===== config.mk =====
export PLATFORM = sky130hd
export DESIGN_NAME = modular_mul_pipe
export DESIGN_NICKNAME = d
export VERILOG_FILES = /design/src/rtl/modular_mul_pipe.sv
export SDC_FILE = /design/constraint.sdc
export NUM_CORES = 2
export LEC_CHECK = 0
export ABC_AREA = 1
export CORE_ASPECT_RATIO = 1.75
export CORE_MARGIN = 4
export CORE_UTILIZATION = 60
export CTS_CLUSTER_SIZE = 24
export DETAILED_ROUTE_END_ITERATION = 6
export PLACE_DENSITY = 0.88
export REMOVE_ABC_BUFFERS = 1
export SYNTH_ARGS = -nofsm -noshare
export SYNTH_HDL_FRONTEND = slang
export SYNTH_SLANG_ARGS = --single-unit

===== constraint.sdc =====
create_clock -name clk_i -period 11.15 [get_ports clk_i]
set_clock_uncertainty 0.1 [all_clocks]
set_input_delay 1.115 -clock clk_i [delete_from_list [all_inputs] [get_ports clk_i]]
set_output_delay 1.115 -clock clk_i [all_outputs]
set_load 0.005 [all_outputs]

===== src/rtl/modular_mul_pipe.sv =====
// Three-stage pipelined Montgomery multiply-reduce, LANES independent 16-bit lanes
// sharing one valid/ready handshake. S1: z=a*b, S2: z and m*Q, S3: reduced result.
module modular_mul_pipe #(
  parameter int LANES     = 2,
  parameter int Q         = 3329,
  parameter int Q_INV_NEG = 3327,
  parameter int TAG_W     = 4
) (
  input  logic                 clk_i,
  input  logic                 rst_ni,
  input  logic                 in_valid_i,
  output logic                 in_ready_o,
  input  logic [16*LANES-1:0]  a_i,
  input  logic [16*LANES-1:0]  b_i,
  input  logic                 canon_i,
  input  logic [TAG_W-1:0]     tag_i,
  output logic                 out_valid_o,
  input  logic                 out_ready_i,
  output logic [16*LANES-1:0]  res_o,
  output logic [TAG_W-1:0]     tag_o,
  output logic                 busy_o
);

  // Only the low 16 bits of the Q_INV_NEG product matter, so a plain 32-bit copy suffices.
  localparam logic signed [31:0] L_QINV = Q_INV_NEG;
  localparam logic signed [31:0] L_Q    = Q;

  // Stage valid bits and handshake helpers
  logic r_v1, r_v2, r_v3;
  logic w_stall;
  logic w_load2;
  logic w_load3;

  // Per-lane datapath
  logic signed [31:0] w_z0  [LANES];
  logic signed [31:0] r_z1  [LANES];
  logic signed [31:0] w_mq1 [LANES];
  logic signed [31:0] r_z2  [LANES];
  logic signed [31:0] r_mq2 [LANES];
  logic signed [31:0] w_t2  [LANES];
  logic signed [31:0] w_adj2[LANES];
  logic        [15:0] r_res3[LANES];

  // Sideband carried alongside the data
  logic             r_c1, r_c2;
  logic [TAG_W-1:0] r_tag1, r_tag2, r_tag3;

  // S3 only blocks when it holds a result nobody takes; S2 may still fill if it is empty.
  always_comb begin
    w_stall     = r_v3 && !out_ready_i;
    w_load3     = !w_stall;
    w_load2     = !w_stall || !r_v2;
    in_ready_o  = !w_stall;
    out_valid_o = r_v3;
    busy_o      = r_v1 || r_v2 || r_v3;
  end

  // Stage valids: full shift when not stalled, bubble collapse into an empty S2 when stalled.
  always_ff @(posedge clk_i or negedge rst_ni) begin
    if (!rst_ni) begin
      r_v1 <= 1'b0;
      r_v2 <= 1'b0;
      r_v3 <= 1'b0;
    end else begin
      if (!w_stall) begin
        r_v1 <= in_valid_i;
      end else if (!r_v2) begin
        r_v1 <= 1'b0;
      end
      if (w_load2) begin
        r_v2 <= r_v1;
      end
      if (w_load3) begin
        r_v3 <= r_v2;
      end
    end
  end

  // Signed 16x16 product per lane feeding S1.
  always_comb begin
    for (int k = 0; k < LANES; k++) begin
      w_z0[k] = 32'($signed(a_i[16*k +: 16])) * 32'($signed(b_i[16*k +: 16]));
    end
  end

  // S1 data registers; contents are ignored while r_v1 is low.
  always_ff @(posedge clk_i) begin
    if (!w_stall && in_valid_i) begin
      for (int k = 0; k < LANES; k++) begin
        r_z1[k] <= w_z0[k];
      end
      r_c1   <= canon_i;
      r_tag1 <= tag_i;
    end
  end

  // m = low16(z*Q_INV_NEG) taken as signed, then m*Q.
  always_comb begin
    for (int k = 0; k < LANES; k++) begin
      w_mq1[k] = 32'(signed'(16'(r_z1[k] * L_QINV))) * L_Q;
    end
  end

  // S2 data registers; contents are ignored while r_v2 is low.
  always_ff @(posedge clk_i) begin
    if (w_load2 && r_v1) begin
      for (int k = 0; k < LANES; k++) begin
        r_z2[k]  <= r_z1[k];
        r_mq2[k] <= w_mq1[k];
      end
      r_c2   <= r_c1;
      r_tag2 <= r_tag1;
    end
  end

  // t = (z + m*Q) >>> 16; canonical mode folds t into [0,Q).
  always_comb begin
    for (int k = 0; k < LANES; k++) begin
      w_t2[k]   = (r_z2[k] + r_mq2[k]) >>> 16;
      w_adj2[k] = w_t2[k];
      if (r_c2) begin
        if (w_t2[k] < 0) begin
          w_adj2[k] = w_t2[k] + L_Q;
        end else if (w_t2[k] >= L_Q) begin
          w_adj2[k] = w_t2[k] - L_Q;
        end
      end
    end
  end

  // S3 is the output register; it only changes when a valid S2 entry moves in.
  always_ff @(posedge clk_i or negedge rst_ni) begin
    if (!rst_ni) begin
      for (int k = 0; k < LANES; k++) begin
        r_res3[k] <= '0;
      end
      r_tag3 <= '0;
    end else if (w_load3 && r_v2) begin
      for (int k = 0; k < LANES; k++) begin
        r_res3[k] <= 16'(w_adj2[k]);
      end
      r_tag3 <= r_tag2;
    end
  end

  // Pack lane results onto the output bus.
  always_comb begin
    res_o = '0;
    for (int k = 0; k < LANES; k++) begin
      res_o[16*k +: 16] = r_res3[k];
    end
    tag_o = r_tag3;
  end

endmodule


After elaboration in Yosys (flattened, before gate mapping)
Memory sizes are Yosys's and may differ from the RTL's.
Index checks and enable logic that the tools add are counted.
{"block": "totals", "register_bits": 49, "latchBits": 0, "ram_bits": 192, "mem_bits_ro": 0, "inputBits": 73, "output_inout_bits": 39, "word_cells": 52, "memories": 3}
{"block": "op_classes", "addsub": 6, "n_mul": 6, "div_mod_pow": 0, "n_lt_le_gt_ge": 4, "eq_ne": 1, "shift": 0, "mux": 12, "bitwise_logic": 0, "n_reduce_logical": 10}
{"name": "r_mq2", "words": 2, "word_bits": 32, "rd": 2, "rd_clocked_by_memory_dff": 0, "write_ports": 2, "line": "39", "text": "logic signed [31:0] r_mq2 [LANES];"}
{"name": "r_z1", "words": 2, "word_bits": 32, "rd": 2, "rd_clocked_by_memory_dff": 0, "write_ports": 2, "line": "36", "text": "logic signed [31:0] r_z1 [LANES];"}
{"name": "r_z2", "words": 2, "word_bits": 32, "rd": 2, "rd_clocked_by_memory_dff": 0, "write_ports": 2, "line": "38", "text": "logic signed [31:0] r_z2 [LANES];"}
{"operator": "16-bit two-way mux", "n": 6}
{"operator": "32-bit adder", "n": 2}
{"operator": "16-bit by 16-bit multiplier with 32-bit output", "n": 2}
{"operator": "32-bit by 13-bit multiplier with 16-bit output (second input constant)", "n": 2}
{"operator": "16-bit by 13-bit multiplier with 29-bit output (second input constant)", "n": 2}
{"operator": "16-bit by 13-bit adder with 16-bit output (second input constant)", "n": 2}
{"operator": "16-bit by 13-bit greater-or-equal comparator with 1-bit output (second input constant)", "n": 2}
{"operator": "16-bit by 1-bit < comparator with 1-bit output (second input constant)", "n": 2}
{"operator": "16-bit by 13-bit subtractor with 16-bit output (second input constant)", "n": 2}
{"operator": "1-bit two-way mux", "n": 6}
{"operator": "1-bit logical AND", "n": 4}
{"operator": "1-bit logical NOT", "n": 3}
{"operator": "1-bit logical OR", "n": 3}
{"operator": "2-bit != test (second input constant)", "n": 1}

Longest topological paths before layout
{"block": "logic_depth", "word_depth": 7, "depth_mapped": 39, "ltp_nobuf": 39}

Worst setup path after synthesis
No wires, ideal clock.
{"block": "synth_timing", "kind": "flip-flop to flip-flop", "start": "mem r_z1[1][8] (netlist: r_z1[0][40])", "end": "mem r_mq2[1][30] (netlist: r_mq2[0][62]) (data pin)", "setup_ns": 0.295, "arrival_ns": 7.970, "t_required_ns": 10.755, "setup_slack_ns": 2.785, "stages_incl_launch_ff": 34, "path_buffers": 0, "period_less_slack_ns": 8.365, "path_cell_list": "edfxtp_1 inv_1 fa_1 fa_1 fa_1 inv_1 fa_1 inv_1 fa_1 inv_1 ha_1 inv_1 nor4_1 nand2_1 o311ai_0 a31oi_1 inv_1 xor2_1 inv_1 fa_1 inv_1 ha_1 inv_1 fa_1 inv_1 ha_1 ha_1 inv_1 nor4_1 nand2_1 inv_1 nand4_1 o211ai_1 xor2_1"}
{"item": "start, declared", "line": "36"}
{"item": "end, declared", "line": "39"}

==> Flow_metrics.wiki <==
{| class="wikitable"
! Metric !! Value
|-
| Root cell of the clock tree || clkbuf_16
|-
| Number of buffers inserted by port buffering || around 110
|-
| Syn Std Cell Area || between 40000 and 50000 sq um
|-
| Global routing usage summed across all routing layers || between 20 and 30%
|-
| Total overflow reported by the global router || 0
|-
| Slowest cell on the critical path || edfxtp_1
|-
| Post-cts repair resize count || 0
|-
| Primary flip-flop cell chosen by synthesis mapping || edfxtp_1
|-
| Most frequent cells in the layout || inv_1 (1454), nand2_1 (1278), fa_1 (690)
|-
| Antenna violations before repair || 0
|-
| Syn Area/Cell || between 8 and 9 sq um
|-
| Final weighted congestion in routability-driven placement || 0.9769
|-
| Number of detailed-routing iterations run before antenna repair || 5
|-
| Worst-Skew Late Latency || between 0.5 and 0.6 ns
|-
| Vias after detailed routing || between 30000 and 40000
|-
| Post-Synth Adder-Cell Area || 45.36%
|-
| Worst slew margin || 28.94%
|-
| Cell mode on critical path || nand2_1
|-
| Wire length of the first global-routing pass || ~180 mm
|-
| Die area || ~77000 sq um
|-
| Cts bufs inserted || 21
|-
| Rows || 130
|-
| Number of max-slew violations in the final report || 0
|-
| Seq cells post-synth || 233
|-
| EDFF count, synth || 194
|-
| Number of distinct library cells after synthesis || 50
|-
| Setup repair after global routing missed its margin || no
|-
| Critical path peak fanout || 13
|-
| Ant. Diodes || 0
|-
| Portion of the clock cycle consumed by the worst path in the final layout || around 82%
|-
| Post-synthesis simple-gate area fraction || ~17%
|-
| Critical path capture point type || flip-flop
|-
| Cell accounting for the most synthesized area || fa_1
|-
| Min-delay worst type || reg2reg
|-
| Worst-Margin Slew || 1.066 ns
|-
| Number of hold buffers added after cts || 0
|-
| Starting density of the core || between 60% and 70%
|-
| CP Buf/Inv Count || 5
|-
| Vertical die dimension || about 360 um
|-
| Clock sink count || 233
|-
| Share of synthesized area spent on multiplexers || 0%
|-
| Crit-path leading delay family || adder cells
|-
| Remaining DRCs || 0
|-
| Clock slew seen by the registers of the worst setup and hold paths || 0.07 ns
|-
| Worst EP required || 11.43 ns
|-
| Number of hold violations in the final report || 0
|-
| Element type at the critical path start || flip-flop
|-
| Max clock buf depth || 3
|-
| Worst endpoint data arrival time || between 9 and 10 ns
|-
| Crit path time final || 9.137 ns
|-
| DRT Wirelength || about 110 mm
|-
| Highest cell delay on the worst timing path || 0.59 ns
|-
| Vias in the first global route || between 30000 and 40000
|-
| Number of levels in the clock H-tree || 1
|-
| Post-CTS setup buffers || 0
|-
| Wire length per cell || 16.80 um
|-
| Ports || 112
|-
| Fin nets || 6544
|-
| Initial detailed-routing violation count || approximately 2100
|-
| Count of max-cap constraint violations || 0
|-
| Biggest area contributors in the synthesized netlist || fa_1 (32%), ha_1 (13%), edfxtp_1 (13%), inv_1 (13%), nand2_1 (11%)
|-
| Crit Path Category || reg2reg
|-
| Share of layout cells above drive strength 1 || 2.740%
|-
| Number of nets with antenna violations after detailed routing || 0
|-
| Share of the synthesized area in compound gates (AO/OA/AOI/OAI) || 4.207%
|-
| Top-area cell type share of the netlist area || between 30% and 40%
|-
| Synthesized instance count || between 5000 and 6000
|-
| Status || finished, final reports clean
|-
| HPWL after detailed placement || 87.75 mm
|-
| Largest net degree at the start of global routing || 81
|-
| Die Width || 211.2 um
|-
| Total Neg Setup Slack || 0 ns
|-
| Placeable core region || 71730 sq um
|-
| Maximum clock frequency || 109.4 MHz
|-
| Final setup viols || 0
|-
| TritonCTS clock tree || yes
|-
| Area overhead of the layout relative to synthesis || 5.873%
|-
| Post-synthesis share of cell area spent on xor and xnor gates || under 10%
|-
| Share of synthesized area occupied by flip-flops and latches || about 16%
|-
| Post-detailed-route via-to-cell ratio || 5.430
|-
| YS warnings || 0
|-
| Asr flop ratio synth || 16.74%
|-
| Most common cell after layout, fill and taps aside || inv_1
|-
| Dominant combinational cell family by area after synthesis || adder cells
|}
[path summary, 6_finish.rpt]
path	startpoint	endpoint	slack, ns	cells past startpoint
max	r_z1[0][5]$_DFFE_PP_	r_mq2[0][27]$_DFFE_PP_	2.01	34
min	r_z1[0][49]$_DFFE_PP_	r_z2[0][49]$_DFFE_PP_	0.32	0
max reg2reg	r_z1[0][5]$_DFFE_PP_	r_mq2[0][27]$_DFFE_PP_	2.01	34
min reg2reg	r_z1[0][49]$_DFFE_PP_	r_z2[0][49]$_DFFE_PP_	0.32	0
max in group asynchronous	rst_ni	res_o[24]$_DFFE_PN0P_	9.81	1
min in group asynchronous	rst_ni	tag_o[0]$_DFFE_PN0P_	0.59	1
[per-layer routing]
metal  vias to the layer above  track usage (%)  wire [um]
met2                      1394            53.51      56240
met5                         -                0          0
met1                     16240            29.63      34900
li1                      15760                -          -
met3                       552            2.607       5613
met4                         0            17.52       8254
[cell usage after synthesis, drive strengths merged (26+ instances only)]
cell    number
a21oi      167
clkbuf     106
dfrtp       39
edfxtp     194
fa         690
ha         467
inv       1463
nand2     1311
nand3      181
nand4       44
nor2       219
o21ai       86
or2         26
xnor2       72
xor2       103
[stage by stage]
step	std cells	util [%]	instance area [sq um]	hold WS, ns	worst slack (ns)
after CTS	6252	63.96	45880	0.3200	2.049
after detailed placement	6215	63.03	45210	0.3045	2.073
after global placement	6215	63.03	45210	0.3050	2.210
after floorplan	5173	-	42880	0.3003	2.785
after global routing	6252	63.96	45880	0.3338	1.407
final	6252	63.96	45880	0.3174	2.013
[sequential cells by signal, indices dropped and copies added (netlist names)]
register / count
r_z2: 62
r_v2: 1
r_tag2: 4
r_mq2: 58
r_c1: 1
res_o: 32
r_z1: 64
r_tag1: 4
out_valid_o: 1
r_c2: 1
r_v1: 1
tag_o: 4
[cells by family after synthesis]
group | Yosys count
simple gates | 1821
compound gates | 323
xor+xnor | 175
fa+ha+maj | 1157
flops | 233
buf+inv | 1579
[layout make-up]
cell class / instances / area [sq um]
flip-flops and latches: 233 / 6802
repair buffers: 118 / 1159
well taps: 924 / 1156
clock buffers: 21 / 525.5
fillers: 5697 / 25850
multi-input cells: 3476 / 30600
clock inverters: 16 / 140.1
inverters: 1464 / 5498
[worst reg2reg max path: cells and delay by family (launching register included)]
family                   cells  cell delay, ns
adder cells (fa/ha/maj)     11            4.75
AND/OR/NAND/NOR             12            1.74
AO/OA/AOI/OAI                3            0.79
flip-flops                   1            0.59
buffers and inverters        5            0.51
XOR/XNOR                     3            0.50
Power is not shown: default switching activity piles up to over one toggle a cycle in this logic, so the estimate is an artifact.
